===== config.mk =====
export PLATFORM = sky130hd
export DESIGN_NAME = arb21_flat
export DESIGN_NICKNAME = d
export VERILOG_FILES = /design/src/rtl/arb21_if.sv /design/src/rtl/arb21.sv /design/src/flat_wrapper.sv
export SDC_FILE = /design/constraint.sdc
export NUM_CORES = 1
export LEC_CHECK = 0
export ABC_AREA = 1
export ABC_CLOCK_PERIOD_IN_PS = 3200
export CORE_UTILIZATION = 55
export CTS_BUF_LIST = sky130_fd_sc_hd__clkbuf_8
export DETAILED_ROUTE_END_ITERATION = 7
export GPL_ROUTABILITY_DRIVEN = 0
export GPL_TIMING_DRIVEN = 0
export PLACE_DENSITY = 0.85
export SLEW_MARGIN = 10
export SYNTH_ARGS = -nofsm -noshare
export SYNTH_HDL_FRONTEND = slang
export SYNTH_SLANG_ARGS = --single-unit

===== constraint.sdc =====
create_clock -name clk -period 3.2 [get_ports clk]
set_input_delay 0.64 -clock clk [delete_from_list [all_inputs] [get_ports clk]]
set_output_delay 0.64 -clock clk [all_outputs]
set_load 0.02 [all_outputs]

===== src/rtl/arb21_if.sv =====
// arb21_if -- request/grant bundle between two requesters and the arb21 arbiter.
//
// Handshake: a requester raises req_x and keeps it high for its whole transfer.
// It owns the shared path on every cycle where gnt_x is high. Dropping req_x
// ends the transfer. There is no queuing: a request that was dropped and raised
// again is arbitrated as a new request.
//
// Signals
//   req_a, req_b : requests from A and B
//   a, b         : requester data, W bits each
//   gnt_a, gnt_b : registered grants (never both high)
//   sel          : shared-path select, 0 = A, 1 = B
//   z            : registered shared-path data, W bits
//   busy         : high while any grant is active
interface arb21_if #(
    parameter int W = 1
);
    logic         req_a;
    logic         req_b;
    logic [W-1:0] a;
    logic [W-1:0] b;
    logic         gnt_a;
    logic         gnt_b;
    logic         sel;
    logic         busy;
    logic [W-1:0] z;

    // Requester side: drives requests and data, observes grants.
    modport master (
        output req_a, req_b, a, b,
        input  gnt_a, gnt_b, sel, busy, z
    );

    // Arbiter side.
    modport slave (
        input  req_a, req_b, a, b,
        output gnt_a, gnt_b, sel, busy, z
    );
endinterface


===== src/rtl/arb21.sv =====
// arb21 -- two-requester arbiter driving a registered shared 2:1 data path.
//
// Simultaneous requests from idle are resolved by alternating priority (the
// requester not granted most recently wins). An owner can hold the path for at
// most MAX_HOLD consecutive cycles while the other requester is waiting; with no
// competition it keeps the grant indefinitely.
//
// Ports
//   clk       : clock, rising edge
//   rst_n     : asynchronous active-low reset
//   bus       : arb21_if slave modport (requests, data, grants, sel, busy, z)
//   dbg_state : current FSM state (0 = IDLE, 1 = GRANT_A, 2 = GRANT_B)
module arb21 #(
    parameter int W        = 1,
    parameter int MAX_HOLD = 8
) (
    input  logic         clk,
    input  logic         rst_n,
    arb21_if.slave       bus,
    output logic [1:0]   dbg_state
);

    typedef enum logic [1:0] {
        IDLE    = 2'd0,
        GRANT_A = 2'd1,
        GRANT_B = 2'd2
    } state_t;

    localparam logic [7:0] HOLD_LAST = 8'(MAX_HOLD - 1);

    state_t       state;
    state_t       next_state;
    logic         last;      // 0 = A granted most recently, 1 = B
    logic [7:0]   hcnt;
    logic [W-1:0] z_q;

    // Next-state logic.
    always_comb begin
        next_state = state;
        unique case (state)
            IDLE: begin
                if (bus.req_a && bus.req_b) begin
                    next_state = last ? GRANT_A : GRANT_B;
                end else if (bus.req_a) begin
                    next_state = GRANT_A;
                end else if (bus.req_b) begin
                    next_state = GRANT_B;
                end
            end
            GRANT_A: begin
                if (!bus.req_a) begin
                    next_state = bus.req_b ? GRANT_B : IDLE;
                end else if (bus.req_b && (hcnt == HOLD_LAST)) begin
                    next_state = GRANT_B;
                end
            end
            GRANT_B: begin
                if (!bus.req_b) begin
                    next_state = bus.req_a ? GRANT_A : IDLE;
                end else if (bus.req_a && (hcnt == HOLD_LAST)) begin
                    next_state = GRANT_A;
                end
            end
            default: next_state = IDLE;
        endcase
    end

    // State, hold counter, and priority record.
    always_ff @(posedge clk or negedge rst_n) begin
        if (!rst_n) begin
            state <= IDLE;
            last  <= 1'b1;
            hcnt  <= 8'd0;
        end else begin
            state <= next_state;
            if (next_state != state) begin
                hcnt <= 8'd0;
                // Entering IDLE leaves the priority record alone.
                if (next_state != IDLE) begin
                    last <= (next_state == GRANT_B);
                end
            end else if ((state != IDLE) && (hcnt != HOLD_LAST)) begin
                hcnt <= hcnt + 8'd1;
            end
        end
    end

    // Shared path: muxed on the pre-edge owner, so z trails the grant by a cycle.
    always_ff @(posedge clk or negedge rst_n) begin
        if (!rst_n) begin
            z_q <= '0;
        end else begin
            unique case (state)
                GRANT_A: z_q <= bus.a;
                GRANT_B: z_q <= bus.b;
                default: z_q <= '0;
            endcase
        end
    end

    assign bus.gnt_a = (state == GRANT_A);
    assign bus.gnt_b = (state == GRANT_B);
    assign bus.sel   = (state == GRANT_B);
    assign bus.busy  = (state == GRANT_A) || (state == GRANT_B);
    assign bus.z     = z_q;
    assign dbg_state = state;

endmodule


===== src/flat_wrapper.sv =====
// flat-port wrapper written by rule: the top's interface ports become plain ports
module arb21_flat 
#(
    parameter int W        = 1,
    parameter int MAX_HOLD = 8
)
  (clk, rst_n, dbg_state, bus_req_a, bus_req_b, bus_a, bus_b, bus_gnt_a, bus_gnt_b, bus_sel, bus_busy, bus_z);
  arb21_if #(.W(W)) bus_i ();
  input  logic clk;
  input  logic rst_n;
  output logic [1:0] dbg_state;
  input wire logic [$bits(bus_i.req_a)-1:0] bus_req_a;
  input wire logic [$bits(bus_i.req_b)-1:0] bus_req_b;
  input wire logic [$bits(bus_i.a)-1:0] bus_a;
  input wire logic [$bits(bus_i.b)-1:0] bus_b;
  output wire logic [$bits(bus_i.gnt_a)-1:0] bus_gnt_a;
  output wire logic [$bits(bus_i.gnt_b)-1:0] bus_gnt_b;
  output wire logic [$bits(bus_i.sel)-1:0] bus_sel;
  output wire logic [$bits(bus_i.busy)-1:0] bus_busy;
  output wire logic [$bits(bus_i.z)-1:0] bus_z;
  assign bus_i.req_a = bus_req_a;
  assign bus_i.req_b = bus_req_b;
  assign bus_i.a = bus_a;
  assign bus_i.b = bus_b;
  assign bus_gnt_a = bus_i.gnt_a;
  assign bus_gnt_b = bus_i.gnt_b;
  assign bus_sel = bus_i.sel;
  assign bus_busy = bus_i.busy;
  assign bus_z = bus_i.z;
  arb21 #(.W(W), .MAX_HOLD(MAX_HOLD)) u_core (.clk(clk), .rst_n(rst_n), .bus(bus_i), .dbg_state(dbg_state));
endmodule

Word level (Yosys, flattened, before mapping). Index checks and enable logic that the tools add are counted.

$lt $le $gt $ge: 0. Divide/modulo/power cells: 0. Reductions and logical operators: 10. Add/subtract/negate cells: 1. Shifts and indexed selects: 0. Multipliers: 0. Muxes and demuxes: 14. Eq/ne operators: 6. Bitwise operators: 0.

Operator list (number): $mux 2 (9); $mux 8 (2); $add 8x1->8 const B (1); $eq 8x3->1 const B (1); $ne 8x3->1 const B (1); $pmux 2 s3 (1); $reduce_bool 2->1 (3); $eq 2x2->1 const B (2); $logic_and 1x1->1 (4); $eq 2x1->1 const B (1); $logic_not 2->1 (1); $ne 2x2->1 (1); $pmux 1 s2 (1); $reduce_and 2->1 (1); $logic_or 1x1->1 (1); $mux 1 (1).

RAM bits: 0. Latch bits: 0. Input port bits: 6. Memories kept: 0. Flip-flop bits (word level): 12. Output and inout port bits: 7. Word-level logic and storage cells: 35. Bits in read-only memories: 0.

Depth between registers and ports, before layout.
Word-level depth: 7. Mapped depth: 14. Gate-level depth less buffers: 14.

Worst setup path before layout. OpenSTA, ideal clock, no wires.

Path kind: flip-flop to flip-flop. Start point: register u_core.state[0], in the netlist u_core.dbg_state[0]. End point: register u_core.last. Setup slack: 1.254 ns. Required time: 3.124 ns. Library setup time: 0.076 ns. Cell stages (with the launch flop): 14. Path buffers: 0. Data arrival time: 1.871 ns. Cells stage by stage: dfrtp_1 > inv_1 > ha_1 > inv_1 > nor3_1 > a21oi_2 > nand2_2 > nand2_2 > nand2_2 > nand2_2 > nand2_4 > nand2_2 > nand2_1 > nand2_1.

RTL lines: start, declared (RTL line arb21.sv:31) `state_t state;`; start signal, assigned (RTL line arb21.sv:75) `state <= next_state;`; $eq 2x2->1 *; net bus_gnt_b (RTL line flat_wrapper.sv:17) `output wire logic [$bits(bus_i.gnt_b)-1:0] bus_gnt_b;`; $pmux 2 s3 * (RTL line arb21.sv:40) `unique case (state)`; $ne 2x2->1 / $reduce_bool 2->1 (equally long branches) (RTL line arb21.sv:76, arb21.sv:79); $reduce_and 2->1 (no line); end signal, assigned (RTL line arb21.sv:80) `last <= (next_state == GRANT_B);`; end, declared (RTL line arb21.sv:33) `logic last;`.

Mark *: on every way through the listed nets, which the timed path passes. The rest lies on a longest branch. A chain may end at the register's enable or synchronous reset.

Worst setup path after layout.
Start point: register u_core.state[0], in the netlist u_core.dbg_state[0]. End point: output port bus_sel.

Longest elaborated chain between the ends: 1.

RTL lines: $eq 2x2->1 (RTL line arb21.sv:103) `assign bus.sel = (state == GRANT_B);`; end, declared (RTL line flat_wrapper.sv:18) `output wire logic [$bits(bus_i.sel)-1:0] bus_sel;`.

Every way passes these cells.

==> results.txt <==
The run finished with clean final reports. The mean number of vias per cell came out at 5.13. The tightest min-delay check is of the flip-flop to flip-flop type. The most frequent cell after synthesis is sky130_fd_sc_hd__nand2_1. The chip width is 41.9 um. The worst setup path is of the flip-flop to output port kind. The initial antenna violation count came out at 0. The library cell with the largest summed area after synthesis is sky130_fd_sc_hd__dfrtp_1. The design area came out at 1070 um2. The detailed router's first-iteration violation count is 14.

The number of clock buffers inserted by TritonCTS is 3. The via count of the first global-routing pass came to 681. The final cycle utilization of the critical path is 77.2%.

The number of cells upsized or downsized after cts came out at 0. The leakage component of the power came out at 0.491 nW. The total overflow reported by the global router came out at 0. By area the synthesized netlist is led by sky130_fd_sc_hd__dfrtp_1 31%, sky130_fd_sc_hd__nand2_2 9.3%, sky130_fd_sc_hd__nand2_1 8.1%. Of all nets on the critical path, the largest fanout is 6. The power per unit of standard cell area came out at 854 nW/um2. Clock skew on the completed layout was measured at 0.00582 ns.

The mapped cell area is 877 um2. The HPWL after detailed placement is 1290 um. The area of the die came out at 1760 um2. The total power is 0.916 mW. The minimum period implied by the final worst setup slack is 2.47 ns.

For the pin with the worst max-slew slack, the measured transition is 0.513 ns. The buffer count from post-CTS setup fixing is 0. The count of pins on the block boundary is 13. The routed layout has 729 vias.

The worst-case IR drop observed on VDD is 0.000532 V. The number of clock sinks seen by CTS is 12. After synthesis the netlist holds a flip-flop and latch count of 12. By count the netlist is led by 19 x sky130_fd_sc_hd__nand2_1, 15 x sky130_fd_sc_hd__nor2_1, 13 x sky130_fd_sc_hd__inv_1, 13 x sky130_fd_sc_hd__nand2_2, 11 x sky130_fd_sc_hd__dfrtp_1. Once the floorplan was initialized, standard cells occupied 58.9% of the core. The arrival time at the worst endpoint came out at 1.83 ns. The count of warnings emitted by yosys is 0.

The number of maximum-capacitance violations is 0. The final number of max-transition violations is 0. The standard cell area after detailed placement is 1020 um2. For this run, design rule violations remaining after detail routing come to 0.

The share of flip-flops with an asynchronous set or reset is 100%. Once routing completed, OpenROAD measured the worst setup slack at 0.730 ns. Data on the critical path is required at its endpoint by 2.56 ns. The leading register cell type out of synthesis is sky130_fd_sc_hd__dfrtp_1.

Dividing the detail-routed wire length by the instance count gives 11.8 um. The number of nets in the final layout is 138. The CTS clock-pin slew for the worst setup and hold paths came out at 0.05 ns. During placement, the flow inserted port buffers numbering 12. The top cell type's share of synthesized area is 31.4%. The level count of the clock H-tree came out at 1. The share of synthesized area occupied by flip-flops and latches is 34.4%. The count of different cell masters after synthesis came out at 22. The worst setup path is launched from a flip-flop. The total negative slack for setup checks is 0 ns.

The largest net degree at the start of global routing came out at 13. The relative slew slack is 65.7%. The mean cell area of the mapped netlist came out at 7.97 um2.

The first global-routing pass estimated 2900 um of wire. The achievable frequency came out at 0.405 GHz. The final-layout fill cell count is 117. Measured along the y axis, the die boundary spans 41.9 um. The clock root buffer master is sky130_fd_sc_hd__clkbuf_8.

The instance count of the mapped netlist is 110. The worst setup slack after placement came out at 0.906 ns. The maximum clock path buffer count came out at 2. The number of detailed-routing iterations run before antenna repair is 4.

The net count of the mapped netlist came out at 121. The antenna diode count is 0. The number of nets with antenna violations after routing is 0. The overall track demand over capacity in global routing is 22.3%. Clock latency on the worst-skew pair, taken at its later pin, is 0.25 ns. The fraction of final layout cells sized beyond drive strength 1 is 28.6%. The core footprint came out at 1490 um2. The total routed wirelength came out at 1680 um. The count of flip-flops with a built-in enable after synthesis came out at 0. The number of hold-slack violations in the final timing report came out at 0. The number of hold-repair buffers added at the cts stage is 0. In the final layout, flip-flops and latches occupy 302 um2.

In the final layout, the multi-input gates occupy 512 um2. The number of placement rows came out at 14. The nature of the critical path endpoint is an output port.

Compared with the post-synthesis result, the final layout area differs by 22.3%. Setup repair after global routing left no endpoint under its margin. Setup violations remaining at the end of the flow were counted as 0.

The clock tree from TritonCTS is yes.
[power by group]
group | total [mW] | switching (mW) | internal (mW)
Sequential | 0.219 | 0.0325 | 0.186
Combinational | 0.531 | 0.327 | 0.204
Clock | 0.166 | 0.0573 | 0.109
Total | 0.916 | 0.416 | 0.499
[state kept, by name (all words and copies together), names as in the netlist]
register / count
u_core.bus.z: 1
u_core.dbg_state: 2
u_core.last: 1
u_core.hcnt: 8
[through the flow]
stage | util [%] | std cells | hold slack [ns]
floorplan | - | 110 | 0.344
global placement | 68.3 | 138 | 0.463
detailed placement | 68.3 | 138 | 0.466
CTS | 72.0 | 142 | 0.479
global route | 72.0 | 142 | 0.499
finish | 72.0 | 142 | 0.480
[kinds of logic after synthesis]
group	share of synthesized area (%)
and+or+nand+nor	42.9
buffers and inverters	7.28
DFF	34.4
AOI/OAI and AO/OA	5.28
adders and majority gates	7.13
xor gates and xnor gates	3.00
[final cells by class]
| type | instances | area share, % |
|---|---|---|
| Buffer | 1 | 0.700 |
| Clock buffer | 4 | 5.13 |
| Inverter | 15 | 5.25 |
| Multi-Input combinational cell | 82 | 47.7 |
| Sequential cell | 12 | 28.1 |
| Tap cell | 16 | 1.87 |
| Timing Repair Buffer | 12 | 11.2 |
[layout by cell type (no fill, tap or decap)]
master / netlist / final
sky130_fd_sc_hd__a21oi_1: 1 / 1
sky130_fd_sc_hd__nand2_4: 1 / 1
sky130_fd_sc_hd__nand2_2: 13 / 13
sky130_fd_sc_hd__nand3_1: 5 / 5
sky130_fd_sc_hd__ha_1: 5 / 5
sky130_fd_sc_hd__clkbuf_8: 0 / 4
sky130_fd_sc_hd__dfrtp_1: 11 / 11
sky130_fd_sc_hd__clkdlybuf4s50_1: 0 / 12
sky130_fd_sc_hd__nor2_2: 2 / 2
sky130_fd_sc_hd__nand2_1: 19 / 19
sky130_fd_sc_hd__nor3b_1: 1 / 1
sky130_fd_sc_hd__buf_4: 1 / 1
sky130_fd_sc_hd__nand4_1: 1 / 1
sky130_fd_sc_hd__a21oi_2: 3 / 3
sky130_fd_sc_hd__nor2_4: 4 / 4
sky130_fd_sc_hd__nor3_2: 4 / 4
sky130_fd_sc_hd__dfstp_2: 1 / 1
sky130_fd_sc_hd__nand3_2: 1 / 1
sky130_fd_sc_hd__nor2_1: 15 / 15
sky130_fd_sc_hd__xor2_1: 3 / 3
sky130_fd_sc_hd__inv_1: 13 / 13
sky130_fd_sc_hd__a21boi_0: 2 / 2
sky130_fd_sc_hd__nor3_1: 2 / 2
sky130_fd_sc_hd__inv_2: 2 / 2
[worst paths after layout]
path	start	endpoint	slack, ns	cells past startpoint
worst max-delay path	u_core.dbg_state[0]$_DFF_PN0_	bus_sel	0.73	4
worst min-delay path	u_core.last$_DFFE_PN1P_	u_core.last$_DFFE_PN1P_	0.48	2
worst max register to register	u_core.dbg_state[0]$_DFF_PN0_	u_core.last$_DFFE_PN1P_	1.27	13
worst min register to register	u_core.last$_DFFE_PN1P_	u_core.last$_DFFE_PN1P_	0.48	2
max in group asynchronous	rst_n	u_core.last$_DFFE_PN1P_	2.10	1
min in group asynchronous	rst_n	u_core.hcnt[6]$_DFFE_PN0P_	0.73	1
[routing by layer]
metal | vias up | routed length, um | track usage (%)
met5 | - | 0 | 0
met4 | 0 | 25 | 13.5
met3 | 4 | 74 | 5.22
met2 | 14 | 799 | 32.2
met1 | 340 | 776 | 30.3
li1 | 371 | - | -
[worst max-delay path, stage by stage (launching register included)]
cell and delay (ns):
sky130_fd_sc_hd__dfrtp_1 0.45, sky130_fd_sc_hd__inv_1 0.18, sky130_fd_sc_hd__ha_1 0.24, sky130_fd_sc_hd__buf_4 0.12, sky130_fd_sc_hd__clkdlybuf4s50_1 0.59
Note: power is estimated with default switching activity, not from simulation.
